`src/rtl/nco_pkg.sv`:
```
// Shared definitions for the NCO phase-generation stage: width, FSM states and
// the sweep-limit compare used by the chirp logic.
package nco_pkg;

    localparam int PHASE_W = 32;

    typedef enum logic [1:0] {
        ST_IDLE  = 2'd0,
        ST_RUN   = 2'd1,
        ST_SWEEP = 2'd2
    } nco_state_e;

    // True when one more step would reach or pass lim. Carry on an upward step
    // and borrow (no carry) on a downward step both count as passing the limit.
    function automatic logic sweep_reached(
        input logic [PHASE_W-1:0] fcw,
        input logic [PHASE_W-1:0] step,
        input logic [PHASE_W-1:0] lim
    );
        logic [PHASE_W:0] sum;
        sum = {1'b0, fcw} + {1'b0, step};
        if (step[PHASE_W-1]) begin
            return !sum[PHASE_W] || (sum[PHASE_W-1:0] <= lim);
        end
        return sum[PHASE_W] || (sum[PHASE_W-1:0] >= lim);
    endfunction

endpackage

```
`src/rtl/nco_phase_accumulator_if.sv`:
```
// Control/data bundle between the NCO phase stage and whatever drives it.
interface nco_phase_accumulator_if;
    import nco_pkg::*;

    logic [PHASE_W-1:0] fcw_in;
    logic               fcw_valid;
    logic               fcw_ready;
    logic [PHASE_W-1:0] off_in;
    logic               off_load;
    logic               start;
    logic               stop;
    logic               clear;
    logic               sweep_start;
    logic [PHASE_W-1:0] sweep_step;
    logic [PHASE_W-1:0] sweep_limit;
    logic [PHASE_W-1:0] phase_out;
    logic               phase_valid;
    logic               wrap;
    logic               sweep_done;

    modport master (
        output fcw_in, fcw_valid, off_in, off_load, start, stop, clear,
               sweep_start, sweep_step, sweep_limit,
        input  fcw_ready, phase_out, phase_valid, wrap, sweep_done
    );

    modport slave (
        input  fcw_in, fcw_valid, off_in, off_load, start, stop, clear,
               sweep_start, sweep_step, sweep_limit,
        output fcw_ready, phase_out, phase_valid, wrap, sweep_done
    );

endinterface

```
`src/rtl/nco_fcw_sweep.sv`:
```
// Active frequency control word: handshake load, latched sweep parameters and
// the per-cycle chirp step with clamp at the limit.
module nco_fcw_sweep
    import nco_pkg::*;
(
    input  logic               clk,
    input  logic               rst,
    input  logic [PHASE_W-1:0] fcw_in,
    input  logic               fcw_valid,
    input  logic               fcw_ready,
    input  logic               in_sweep,
    input  logic               sweep_go,
    input  logic               stop,
    input  logic [PHASE_W-1:0] sweep_step,
    input  logic [PHASE_W-1:0] sweep_limit,
    output logic [PHASE_W-1:0] fcw_act,
    output logic               reached,
    output logic               sweep_done
);

    logic [PHASE_W-1:0] fcw_act_reg;
    logic [PHASE_W-1:0] step_reg;
    logic [PHASE_W-1:0] lim_reg;
    logic               done_reg;

    assign reached    = in_sweep && sweep_reached(fcw_act_reg, step_reg, lim_reg);
    assign fcw_act    = fcw_act_reg;
    assign sweep_done = done_reg;

    always_ff @(posedge clk or posedge rst) begin
        if (rst) begin
            fcw_act_reg <= '0;
            step_reg    <= '0;
            lim_reg     <= '0;
            done_reg    <= 1'b0;
        end else begin
            done_reg <= 1'b0;
            // fcw_ready is low throughout SWEEP, so a load and a step never collide.
            if (fcw_valid && fcw_ready) begin
                fcw_act_reg <= fcw_in;
            end else if (in_sweep && !stop) begin
                if (reached) begin
                    fcw_act_reg <= lim_reg;
                    done_reg    <= 1'b1;
                end else begin
                    fcw_act_reg <= fcw_act_reg + step_reg;
                end
            end
            if (sweep_go) begin
                step_reg <= sweep_step;
                lim_reg  <= sweep_limit;
            end
        end
    end

endmodule

```
`src/rtl/nco_phase_accumulator.sv`:
```
// NCO phase stage: integrates the active FCW, adds the phase offset and drives a
// registered phase word plus wrap/valid flags to the quantizer.
module nco_phase_accumulator
    import nco_pkg::*;
(
    input  logic             clk,
    input  logic             rst,
    nco_phase_accumulator_if.slave bus
);

    nco_state_e         state_reg;
    nco_state_e         state_next;
    logic [PHASE_W-1:0] acc_reg;
    logic [PHASE_W-1:0] off_reg;
    logic [PHASE_W-1:0] phase_reg;
    logic               carry_reg;
    logic               valid_reg;
    logic               wrap_reg;

    logic [PHASE_W-1:0] fcw_act;
    logic [PHASE_W:0]   acc_sum;
    logic               in_sweep;
    logic               sweep_go;
    logic               reached;
    logic               fcw_ready_w;

    assign in_sweep    = (state_reg == ST_SWEEP);
    assign fcw_ready_w = !in_sweep;
    assign sweep_go    = (state_reg == ST_RUN) && bus.sweep_start && !bus.stop
                         && (bus.sweep_step != '0);
    assign acc_sum     = {1'b0, acc_reg} + {1'b0, fcw_act};

    nco_fcw_sweep u_fcw_sweep (
        .clk         (clk),
        .rst         (rst),
        .fcw_in      (bus.fcw_in),
        .fcw_valid   (bus.fcw_valid),
        .fcw_ready   (fcw_ready_w),
        .in_sweep    (in_sweep),
        .sweep_go    (sweep_go),
        .stop        (bus.stop),
        .sweep_step  (bus.sweep_step),
        .sweep_limit (bus.sweep_limit),
        .fcw_act     (fcw_act),
        .reached     (reached),
        .sweep_done  (bus.sweep_done)
    );

    always_comb begin
        state_next = state_reg;
        if (bus.stop) begin
            state_next = ST_IDLE;
        end else begin
            case (state_reg)
                ST_IDLE:  if (bus.start) state_next = ST_RUN;
                ST_RUN:   if (sweep_go)  state_next = ST_SWEEP;
                ST_SWEEP: if (reached)   state_next = ST_RUN;
                default:  state_next = ST_IDLE;
            endcase
        end
    end

    always_ff @(posedge clk or posedge rst) begin
        if (rst) begin
            state_reg <= ST_IDLE;
            acc_reg   <= '0;
            carry_reg <= 1'b0;
            off_reg   <= '0;
            phase_reg <= '0;
            valid_reg <= 1'b0;
            wrap_reg  <= 1'b0;
        end else begin
            state_reg <= state_next;
            // clear wins over the increment; the carry only marks real updates.
            if (bus.clear) begin
                acc_reg   <= '0;
                carry_reg <= 1'b0;
            end else if (state_reg != ST_IDLE) begin
                acc_reg   <= acc_sum[PHASE_W-1:0];
                carry_reg <= acc_sum[PHASE_W];
            end else begin
                carry_reg <= 1'b0;
            end
            if (bus.off_load) begin
                off_reg <= bus.off_in;
            end
            phase_reg <= acc_reg + off_reg;
            valid_reg <= (state_reg != ST_IDLE);
            wrap_reg  <= carry_reg;
        end
    end

    assign bus.fcw_ready   = fcw_ready_w;
    assign bus.phase_out   = phase_reg;
    assign bus.phase_valid = valid_reg;
    assign bus.wrap        = wrap_reg;

endmodule

```
`src/flat_wrapper.sv`:
```
// flat-port wrapper written by rule: the top's interface ports become plain ports
module nco_phase_accumulator_flat import nco_pkg::*;
  (clk, rst, bus_fcw_in, bus_fcw_valid, bus_off_in, bus_off_load, bus_start, bus_stop, bus_clear, bus_sweep_start, bus_sweep_step, bus_sweep_limit, bus_fcw_ready, bus_phase_out, bus_phase_valid, bus_wrap, bus_sweep_done);
  nco_phase_accumulator_if bus_i ();
  input  logic clk;
  input  logic rst;
  input wire logic [$bits(bus_i.fcw_in)-1:0] bus_fcw_in;
  input wire logic [$bits(bus_i.fcw_valid)-1:0] bus_fcw_valid;
  input wire logic [$bits(bus_i.off_in)-1:0] bus_off_in;
  input wire logic [$bits(bus_i.off_load)-1:0] bus_off_load;
  input wire logic [$bits(bus_i.start)-1:0] bus_start;
  input wire logic [$bits(bus_i.stop)-1:0] bus_stop;
  input wire logic [$bits(bus_i.clear)-1:0] bus_clear;
  input wire logic [$bits(bus_i.sweep_start)-1:0] bus_sweep_start;
  input wire logic [$bits(bus_i.sweep_step)-1:0] bus_sweep_step;
  input wire logic [$bits(bus_i.sweep_limit)-1:0] bus_sweep_limit;
  output wire logic [$bits(bus_i.fcw_ready)-1:0] bus_fcw_ready;
  output wire logic [$bits(bus_i.phase_out)-1:0] bus_phase_out;
  output wire logic [$bits(bus_i.phase_valid)-1:0] bus_phase_valid;
  output wire logic [$bits(bus_i.wrap)-1:0] bus_wrap;
  output wire logic [$bits(bus_i.sweep_done)-1:0] bus_sweep_done;
  assign bus_i.fcw_in = bus_fcw_in;
  assign bus_i.fcw_valid = bus_fcw_valid;
  assign bus_i.off_in = bus_off_in;
  assign bus_i.off_load = bus_off_load;
  assign bus_i.start = bus_start;
  assign bus_i.stop = bus_stop;
  assign bus_i.clear = bus_clear;
  assign bus_i.sweep_start = bus_sweep_start;
  assign bus_i.sweep_step = bus_sweep_step;
  assign bus_i.sweep_limit = bus_sweep_limit;
  assign bus_fcw_ready = bus_i.fcw_ready;
  assign bus_phase_out = bus_i.phase_out;
  assign bus_phase_valid = bus_i.phase_valid;
  assign bus_wrap = bus_i.wrap;
  assign bus_sweep_done = bus_i.sweep_done;
  nco_phase_accumulator u_core (.clk(clk), .rst(rst), .bus(bus_i));
endmodule
```
`config.mk`:
```
export PLATFORM = sky130hd
export DESIGN_NAME = nco_phase_accumulator_flat
export DESIGN_NICKNAME = d
export VERILOG_FILES = /design/src/rtl/nco_pkg.sv /design/src/rtl/nco_phase_accumulator_if.sv /design/src/rtl/nco_fcw_sweep.sv /design/src/rtl/nco_phase_accumulator.sv /design/src/flat_wrapper.sv
export SDC_FILE = /design/constraint.sdc
export NUM_CORES = 1
export LEC_CHECK = 0
export BUFFER_PORTS_ARGS = -buffer_cell sky130_fd_sc_hd__buf_4
export CAP_MARGIN = 30
export CORE_UTILIZATION = 55
export DETAILED_ROUTE_END_ITERATION = 7
export GPL_TIMING_DRIVEN = 1
export PLACE_DENSITY = 0.77
export SETUP_SLACK_MARGIN = 0.1
export SYNTH_ARGS = -nofsm -noshare
export SYNTH_HDL_FRONTEND = slang
export SYNTH_SLANG_ARGS = --single-unit
```
`constraint.sdc`:
```
create_clock -name clk -period 6.8 [get_ports clk]
set_clock_uncertainty 0.05 [all_clocks]
set_input_delay 0.34 -clock clk [delete_from_list [all_inputs] [get_ports clk]]
set_output_delay 0.34 -clock clk [all_outputs]
set_load 0.005 [all_outputs]
```
==> results of run 1 <==
==> path summary, 6_finish.rpt <==
path / startpoint / endpoint / slack (ps)
setup / recovery: u_core.u_fcw_sweep.fcw_act[0] / u_core.u_fcw_sweep.fcw_act[0] / 1120
hold / removal: rst / u_core.off_reg[1] / 50
setup reg to reg: u_core.u_fcw_sweep.fcw_act[0] / u_core.u_fcw_sweep.fcw_act[0] / 1120
hold reg to reg: u_core.carry_reg / u_core.bus.wrap / 320
max in group asynchronous: rst / u_core.bus.phase_out[22] / 5340
min in group clk: bus_off_in[1] / u_core.off_reg[1] / 70
==> area by class of cell <==
cell class | count | area, µm² | share of cell area
Multi-Input combinational cell | 990 | 7650 | 0.503
Sequential cell | 198 | 4950 | 0.326
Timing Repair Buffer | 178 | 1360 | 0.0892
Clock buffer | 18 | 429 | 0.0282
Tap cell | 313 | 392 | 0.0258
Inverter | 65 | 251 | 0.0165
Clock inverter | 13 | 173 | 0.0114
==> worst max-delay path, stage by stage (launching register included) <==
cell and delay (ps):
dfrtp_1 410, ha_1 230, fa_1 450, a211oi_2 260, o211ai_2 160, a31oi_2 240, a21oi_1 160, a21oi_1 340
o21bai_1 100, a21oi_1 210, xnor2_1 150, ha_1 320, nand4_1 160, nor4_1 540, nand3_1 130, a211o_1 340
nand3b_2 470, buf_4 440, mux2i_1 260, o21ai_1 70
==> metal layers <==
metal  share of wire  routed length [µm]
met5               0                   0
met4           0.027                 851
met3           0.057                1820
met2            0.45               14400
met1            0.46               14800
==> cells in the final DEF, fill, tap and decap left out, drive strengths merged, types with 4 or more instances in the layout <==
cell type / Yosys / layout
a211o: 6 / 6
a211oi: 20 / 20
a21o: 36 / 36
a21oi: 111 / 111
a221oi: 6 / 6
a22o: 5 / 5
a22oi: 32 / 32
a31o: 4 / 4
a31oi: 12 / 12
and2: 9 / 9
and3: 8 / 8
buf: 16 / 178
clkbuf: 25 / 18
dfrtp: 198 / 198
ha: 127 / 127
inv: 65 / 70
mux2: 95 / 95
mux2i: 26 / 26
nand2: 84 / 84
nand2b: 8 / 8
nand3: 26 / 26
nand4: 22 / 22
nor2: 58 / 58
nor2b: 6 / 6
nor3: 18 / 18
nor4: 13 / 13
o211ai: 11 / 11
o21a: 16 / 16
o21ai: 70 / 70
o21bai: 17 / 17
o311ai: 6 / 6
o31ai: 8 / 8
or2: 6 / 6
or3: 4 / 4
xnor2: 53 / 53
xor2: 26 / 26
==> through the flow <==
stage                     hold slack [ps]  cell area (µm²)  cells  power [mW]
after floorplan                       281            13000   1294        3.82
after global placement                285            14600   1743        4.53
after detailed placement              301            14600   1744        4.63
after CTS                            55.5            15200   1775        5.71
after global routing                 67.9            15200   1775        6.17
final                                52.0            15200   1775        5.74
==> report_power, final <==
group | internal (mW) | switching [mW] | total [mW]
Combinational | 1.33 | 1.60 | 2.94
Clock | 0.585 | 0.476 | 1.06
Sequential | 1.50 | 0.247 | 1.75
Total | 3.42 | 2.33 | 5.74
==> cell families after synthesis <==
family / count (synthesis) / synth area share
buffers and inverters: 106 / 0.0330
adders and majority gates: 130 / 0.127
and+or+nand+nor: 276 / 0.106
AOI/OAI and AO/OA: 384 / 0.199
xor gates and xnor gates: 79 / 0.0531
muxes: 121 / 0.102
DFF: 198 / 0.380
==> flow_summary.ini, run 1 <==
[timing]
tns_ps = 0
hold_viol = 0
worst_pin_slew_ps = 883
fmax_ghz = 0.176
relSlewSlack = 0.411
rsz0062_at_grt = no
final.period_utilization = 0.836
setup_viol = 0
min_period_ps = 5680
drv_slew = 0
fin_ws_ps = 1120

[power_and_ir_drop]
p_per_area_nw_per_um2 = 378
ir_drop_mv = 0.182
p_leak_nw = 7.31

[setup_path]
reg2regPathDepth = 19
worstPathRequired_ps = 7050
startpoint_type = register
path_max_fanout = 25
critical_path_arrival_ps = 5930
worstSetupEndpointType = register
critical_path_class = reg2reg

[yosys]
synth_edf_count = 0
synth_top_cell_by_area = dfrtp_1
ys_seq_area_frac = 0.380
synth_most_common_cell = dfrtp_1
synth.cell_area_um2 = 13000
synth_ff_type = dfrtp_1
syn_inst = 1294
syn_nets = 1560
synth_top_area_frac = 0.380
avgSynthCellArea_um2 = 10.1
synth.area.top_cells = dfrtp_1 38%, ha_1 12%, mux2_2 8.2%, a21oi_1 4.1%, xnor2_1 3.6%
ys_warn_count = 0
yosys-top-cells-count = 198 x dfrtp_1, 127 x ha_1, 108 x a21oi_1
ys_types = 79
ys_seq_elements = 198
async_flop_share = 1.00

[global_routing]
top_usage_layer = met2
grt_pass1_wl_um = 51800
grt_util_all_layers = 0.272
gr-total-overflow = 0
grt_max_degree = 134
grt_use_met3 = 0.0439
grt_use_met1 = 0.373
antenna_found_initial = 0
grt_pass1_vias = 10332
grt_util_met2 = 0.432

[routing]
drtIter0Drc = 735
routed_wl_um = 31900
via_per_inst = 5.95
drt_pass1_iterations = 5
wire_per_inst_um = 18.0
final_antenna_net_count = 0
vias = 10563
drc = 0

[clock_tree]
cts_num_sinks = 198
cts_hold_buf = 0
clk_pin_slew_ps = 70
insertion_delay_ps = 440
cts_made_buffers = 17
ctsResizeCount = 0
cts_setup_buffers = 0
root_buffer = clkbuf_16
clock_path_buffers = 2
cts_tree = built
h-tree-depth = 4

[flow_run]
max-cap-violations = 0

[floorplan]
initial_utilization = 0.568
io_pins = 172
die_height_um = 156
num_rows = 55
coreArea_um2 = 22900
die_x_um = 156
die_area_um2 = 24300

[cells_and_area]
antenna_cells = 0
synthToLayoutAreaGrowth_pct = 16.7
drive_gt1_frac = 0.233
fill_cells = 1815
postLayoutCoreUtil = 0.663
final_nets = 1716

[worst_hold_path]
hold_class = in2async

[placed_design]
place_ws_ps = 1310
place_hpwl_um = 24400
numPortBuffers = 171
gp_congestion = 0.942

[status]
outcome = complete, no violations
Note: power is estimated with default switching activity, not from simulation.
==> run 2: changes to the inputs <==
--- a/config.mk
+++ b/config.mk
@@ -5,12 +5,13 @@
 export SDC_FILE = /design/constraint.sdc
 export NUM_CORES = 1
 export LEC_CHECK = 0
+export ABC_AREA = 1
 export BUFFER_PORTS_ARGS = -buffer_cell sky130_fd_sc_hd__buf_4
 export CAP_MARGIN = 30
 export CORE_UTILIZATION = 55
 export DETAILED_ROUTE_END_ITERATION = 7
 export GPL_TIMING_DRIVEN = 1
-export PLACE_DENSITY = 0.77
+export PLACE_DENSITY = 0.76
 export SETUP_SLACK_MARGIN = 0.1
 export SYNTH_ARGS = -nofsm -noshare
 export SYNTH_HDL_FRONTEND = slang
==> constraint.sdc (replaced) <==
create_clock -name clk -period 5.3 [get_ports clk]
set_clock_uncertainty 0.05 [all_clocks]
set_input_delay 0.265 -clock clk [delete_from_list [all_inputs] [get_ports clk]]
set_output_delay 0.265 -clock clk [all_outputs]
set_load 0.005 [all_outputs]
==> run 2 against run 1 <==
  * Highest routed layer unchanged
  * Via count grew 25%
  * Synthesized cell count is 47% higher
  * Critical path depth is 7 higher
  * Wire length grew 24%
  * Critical path type unchanged
  * Power rose by 87%
  * First-iteration DRC count grew 20%
  * Core utilization shrank 0.15 points
  * Sequential share of layout area is 2.8 points lower
==> flow_summary.ini, run 2 <==
[floorplan]
io_pins = 172
die_height_um = 162
die_area_um2 = 26200
num_rows = 58
die_x_um = 162
coreArea_um2 = 25100
initial_utilization = 0.559

[setup_path]
critical_path_arrival_ps = 4920
critical_path_class = reg2reg
worstSetupEndpointType = register
worstPathRequired_ps = 5570
path_max_fanout = 33
startpoint_type = register

[timing]
final.period_utilization = 0.879
rsz0062_at_grt = no
drv_slew = 0
min_period_ps = 4660
hold_viol = 0
fin_ws_ps = 642
fmax_ghz = 0.215
holdWs_ps = 7.50
relSlewSlack = 0.329
setup_viol = 0
tns_ps = 0
worst_pin_slew_ps = 1010

[cells_and_area]
multiInputGateArea_um2 = 8020
regArea_um2 = 4950
antenna_cells = 0
final_nets = 2360
synthToLayoutAreaGrowth_pct = 18.4
layout_common_cells = 509 x nand2_1, 232 x inv_1, 198 x dfrtp_1, 179 x buf_4, 151 x a21oi_1
final_common_cell = nand2_1
fill_cells = 2165
drive_gt1_frac = 0.125

[clock_tree]
insertion_delay_ps = 450
clock_path_buffers = 2
cts_tree = built
clk_pin_slew_ps = 90
h-tree-depth = 4
root_buffer = clkbuf_16
cts_setup_buffers = 0
ctsResizeCount = 0
cts_num_sinks = 198
cts_made_buffers = 17

[yosys]
synth.cell_area_um2 = 14000
synth.area.top_cells = dfrtp_1 35%, nand2_1 14%, ha_1 11%, inv_1 6.2%, a21oi_1 5.4%
ys_seq_area_frac = 0.353
synth_top_area_frac = 0.353
syn_nets = 2167
synth_top_cell_by_area = dfrtp_1
ys_seq_elements = 198
yosys-top-cells-count = 510 x nand2_1, 233 x inv_1, 198 x dfrtp_1
synth_edf_count = 0
ys_warn_count = 0
synth_most_common_cell = nand2_1
ys_types = 43
async_flop_share = 1.00
synth_ff_type = dfrtp_1
syn_inst = 1901
avgSynthCellArea_um2 = 7.38

[global_routing]
grt_pass1_wl_um = 63700
gr-total-overflow = 0
antenna_found_initial = 0
grt_util_all_layers = 0.309
grt_max_degree = 89
grt_pass1_vias = 12818

[power_and_ir_drop]
p_leak_nw = 8.96
p_per_area_nw_per_um2 = 647
ir_drop_mv = 0.611

[routing]
routed_wl_um = 39500
drt_pass1_iterations = 5
final_antenna_net_count = 0
drc = 0
vias = 13225
via_per_inst = 5.43
drtIter0Drc = 882
wire_per_inst_um = 16.2

[worst_hold_path]
hold_class = in2reg

[placed_design]
numPortBuffers = 171
gp_congestion = 0.926
place_ws_ps = 738
place_hpwl_um = 31000

[flow_run]
max-cap-violations = 0

[status]
outcome = complete, no violations
run 2: cell count changes in the layout (fill, tap and decap cells not counted), sizes merged, moves of 26 or more:
cell         previous run  this run
nand2                  84       513
inv                    70       242
nand3                  26       120
nor2                   58       151
o21ai                  70       136
mux2                   95        36
xnor2                  53        10
a21oi                 111       151
dlygate4sd3             0        39
a22oi                  32         0
mux2i                  26         0
run 2: worst max-delay path: stages (launching register included):
cell and delay, ps:
dfrtp_1 460, ha_1 320, fa_1 440, nand2_1 80
nand2_1 80, nand4_1 80, nand2_1 80, nand2_1 70
nand2_1 140, nand2_1 100, nand2_1 120, nand2_1 120
nand2_1 60, nand2_1 50, nand2_1 90, ha_1 290
nand2_1 50, inv_1 80, nand3_1 120, nor3_1 340
a21oi_1 120, nand2_1 120, nand3_4 330, nand2_4 430
nand2_1 90, nand3_1 90, nand3_1 80
run 2: path summary, 6_finish.rpt:
| path | from | endpoint | slack (ps) | cells past startpoint |
|---|---|---|---|---|
| worst max-delay path | u_core.u_fcw_sweep.fcw_act[0] | u_core.u_fcw_sweep.fcw_act[20] | 640 | 26 |
| worst min-delay path | bus_sweep_limit[29] | u_core.u_fcw_sweep.lim_reg[29] | 8 | 3 |
| worst max register to register | u_core.u_fcw_sweep.fcw_act[0] | u_core.u_fcw_sweep.fcw_act[20] | 640 | 26 |
| worst min register to register | u_core.carry_reg | u_core.bus.wrap | 300 | 0 |
| max in group asynchronous | rst | u_core.u_fcw_sweep.step_reg[22] | 3450 | 4 |
| min in group asynchronous | rst | u_core.off_reg[1] | 470 | 3 |
run 2: logic make-up after synthesis:
kind of cell / share of synthesized area
compound gates: 0.143
xor+xnor: 0.0343
fa+ha+maj: 0.117
buf+inv: 0.0771
flops: 0.353
mux: 0.0289
simple gates: 0.247
run 2: area by class of cell:
type | instances | area share
clock buffers | 18 | 0.0264
clock inverters | 14 | 0.0104
inverters | 236 | 0.0535
multi-input cells | 1423 | 0.482
flip-flops and latches | 198 | 0.298
well taps | 330 | 0.0248
repair buffers | 218 | 0.104
run 2: power by group:
part | leakage, nW | total (mW) | internal, mW | switching [mW]
clock network | 0.297 | 1.37 | 0.693 | 0.680
registers | 2.38 | 2.59 | 2.10 | 0.486
logic | 6.27 | 6.79 | 2.47 | 4.32
total | 8.96 | 10.7 | 5.27 | 5.48
run 2: per-stage QoR:
stage	total power [mW]	instances	util	area, µm²
6_report	10.7	2437	0.662	16600
5_1_grt	11.8	2437	0.662	16600
4_1_cts	10.7	2434	0.661	16600
3_5_place_dp	9.21	2366	0.622	15600
3_3_place_gp	9.05	2366	0.622	15600
2_1_floorplan	7.35	1901	-	14000
run 2: routing by layer:
layer / global-route usage / routed length (µm)
met1: 0.420 / 18400
met2: 0.522 / 18600
met5: 0 / 0
met3: 0.0337 / 1760
met4: 0.0862 / 771
run 2: timing repair:
item                                    in CTS  in global routing
hold buffers                                36                  3
endpoints found under the setup margin       0                  0
hold endpoints to repair                    69                  3
==> run 3: changes to the inputs <==
==> constraint.sdc (replaced) <==
create_clock -name clk -period 5.36 [get_ports clk]
set_clock_uncertainty 0.05 [all_clocks]
set_input_delay 0.268 -clock clk [delete_from_list [all_inputs] [get_ports clk]]
set_output_delay 0.268 -clock clk [all_outputs]
set_load 0.005 [all_outputs]
==> run 3 against run 2 <==
  * Worst setup slack gained 86 ps
  * Wire length decreased by 0.25%
  * Critical path type unchanged
  * Global-route usage is 0.078 points higher
  * Highest routed layer unchanged
  * Fmax rose by 0.56%
  * Flip-flop and latch count stayed put
  * Non-clock buffer count did not move
  * Clock power barely moved
  * Largest power group unchanged
==> flow_summary.ini, run 3 (same netlist as run 2, synthesis figures left out) <==
[cells_and_area]
synthToLayoutAreaGrowth_pct = 18.3
postLayoutCoreUtil = 0.662
final_nets = 2360
regArea_um2 = 4950
layout_common_cells = 509 x nand2_1, 232 x inv_1, 198 x dfrtp_1, 179 x buf_4, 151 x a21oi_1
drive_gt1_frac = 0.125
antenna_cells = 0
fill_cells = 2171
final_common_cell = nand2_1
multiInputGateArea_um2 = 8020

[global_routing]
antenna_found_initial = 0
grt_pass1_vias = 12805
grt_max_degree = 89
grt_pass1_wl_um = 63700
gr-total-overflow = 0
grt_util_all_layers = 0.310

[setup_path]
startpoint_type = register
crit_path_frequent_cell = nand2_1
cp_slowest_cell = dfrtp_1
critical_path_class = reg2reg
critical_path_arrival_ps = 4910
r2r_setup_slack_ps = 730
reg2reg_from = u_core.u_fcw_sweep.fcw_act[0]
r2r_end = u_core.u_fcw_sweep.fcw_act[20]
worstPathRequired_ps = 5640
path_max_fanout = 33
reg2regPathDepth = 26
worstSetupEndpointType = register
crit_path_max_incr_delay_ps = 460

[clock_tree]
cts_setup_buffers = 0
insertion_delay_ps = 460
cts_tree = built
ctsResizeCount = 0
cts_num_sinks = 198
h-tree-depth = 4
clock_path_buffers = 2
cts_made_buffers = 17
cts_hold_buf = 38
root_buffer = clkbuf_16
clk_pin_slew_ps = 80

[floorplan]
coreArea_um2 = 25100
io_pins = 172
num_rows = 58
initial_utilization = 0.559
die_x_um = 162
die_area_um2 = 26200
die_height_um = 162

[power_and_ir_drop]
p_leak_nw = 8.95
ir_drop_mv = 0.645
p_per_area_nw_per_um2 = 639

[timing]
setup_viol = 0
drv_slew = 0
hold_viol = 0
rsz0062_at_grt = no
fmax_ghz = 0.216
tns_ps = 0
relSlewSlack = 0.295
worst_pin_slew_ps = 1060
min_period_ps = 4630
final.period_utilization = 0.864

[flow_run]
max-cap-violations = 0

[routing]
drt_pass1_iterations = 5
final_antenna_net_count = 0
wire_per_inst_um = 16.2
drc = 0
via_per_inst = 5.43
drtIter0Drc = 816
routed_wl_um = 39400
vias = 13224

[placed_design]
numPortBuffers = 171
place_hpwl_um = 31100
gp_congestion = 0.926

[status]
outcome = complete, no violations

[worst_hold_path]
min-delay-start = bus_sweep_limit[25]
min_path_cells = 3
hold_class = in2reg
whs_endpoint = u_core.u_fcw_sweep.lim_reg[25]
run 3: cell count changes in the layout (fill, tap and decap cells not counted), sizes merged:
cell	previous run	this run
clkinv	5	7
inv	242	240
clkbuf	18	19
clkinvlp	2	1
run 3: metrics by stage:
step	cells	worst slack (ps)	power (mW)	hold slack, ps	instance area (µm²)
final	2437	728	10.6	1.74	16600
after global routing	2437	259	11.7	1.28	16600
after CTS	2436	779	10.5	0.00389	16600
after detailed placement	2366	864	9.11	289	15600
after global placement	2366	945	8.95	283	15600
after floorplan	1901	1930	7.27	281	14000
run 3: report_power, final:
| group | internal [mW] | switching [mW] | total (mW) |
|---|---|---|---|
| registers | 2.08 | 0.476 | 2.55 |
| clock network | 0.680 | 0.663 | 1.34 |
| logic | 2.45 | 4.26 | 6.71 |
| total | 5.21 | 5.40 | 10.6 |
run 3: cell type report:
cell class              instances  share of cell area
well taps                     330              0.0249
flip-flops and latches        198               0.298
repair buffers                218               0.104
multi-input cells            1423               0.483
inverters                     236              0.0536
clock inverters                13             0.00964
clock buffers                  19              0.0267
run 3: critical path, delay by kind of cell (launching register included):
family / cells / cell delay [ps]
compound gates: 1 / 120
flops: 1 / 460
fa+ha+maj: 3 / 1050
simple gates: 21 / 2730
buf+inv: 1 / 80
run 3: how the worst max path moves through the flow:
stage / start / to / slack, ps / cells after the start
final: u_core.u_fcw_sweep.fcw_act[0] / u_core.u_fcw_sweep.fcw_act[20] / 730 / 26
after global placement: u_core.u_fcw_sweep.fcw_act[0] / u_core.u_fcw_sweep.fcw_act[20] / 950 / 26
after floorplan: u_core.u_fcw_sweep.fcw_act[0] / u_core.u_fcw_sweep.fcw_act[13] / 1930 / 29
after CTS: u_core.u_fcw_sweep.fcw_act[0] / u_core.u_fcw_sweep.fcw_act[20] / 780 / 26
after global routing: u_core.u_fcw_sweep.fcw_act[0] / u_core.u_fcw_sweep.fcw_act[22] / 260 / 27
after detailed placement: u_core.u_fcw_sweep.fcw_act[0] / u_core.u_fcw_sweep.fcw_act[20] / 860 / 26
run 3: layer usage:
layer,routed length (µm),track usage,vias to the layer above,part of all wire
met2,18600,0.524,380,0.47
met1,18200,0.418,6127,0.46
li1,-,-,6669,-
met4,723,0.0849,0,0.018
met3,1850,0.0380,48,0.047
met5,0,0,-,0
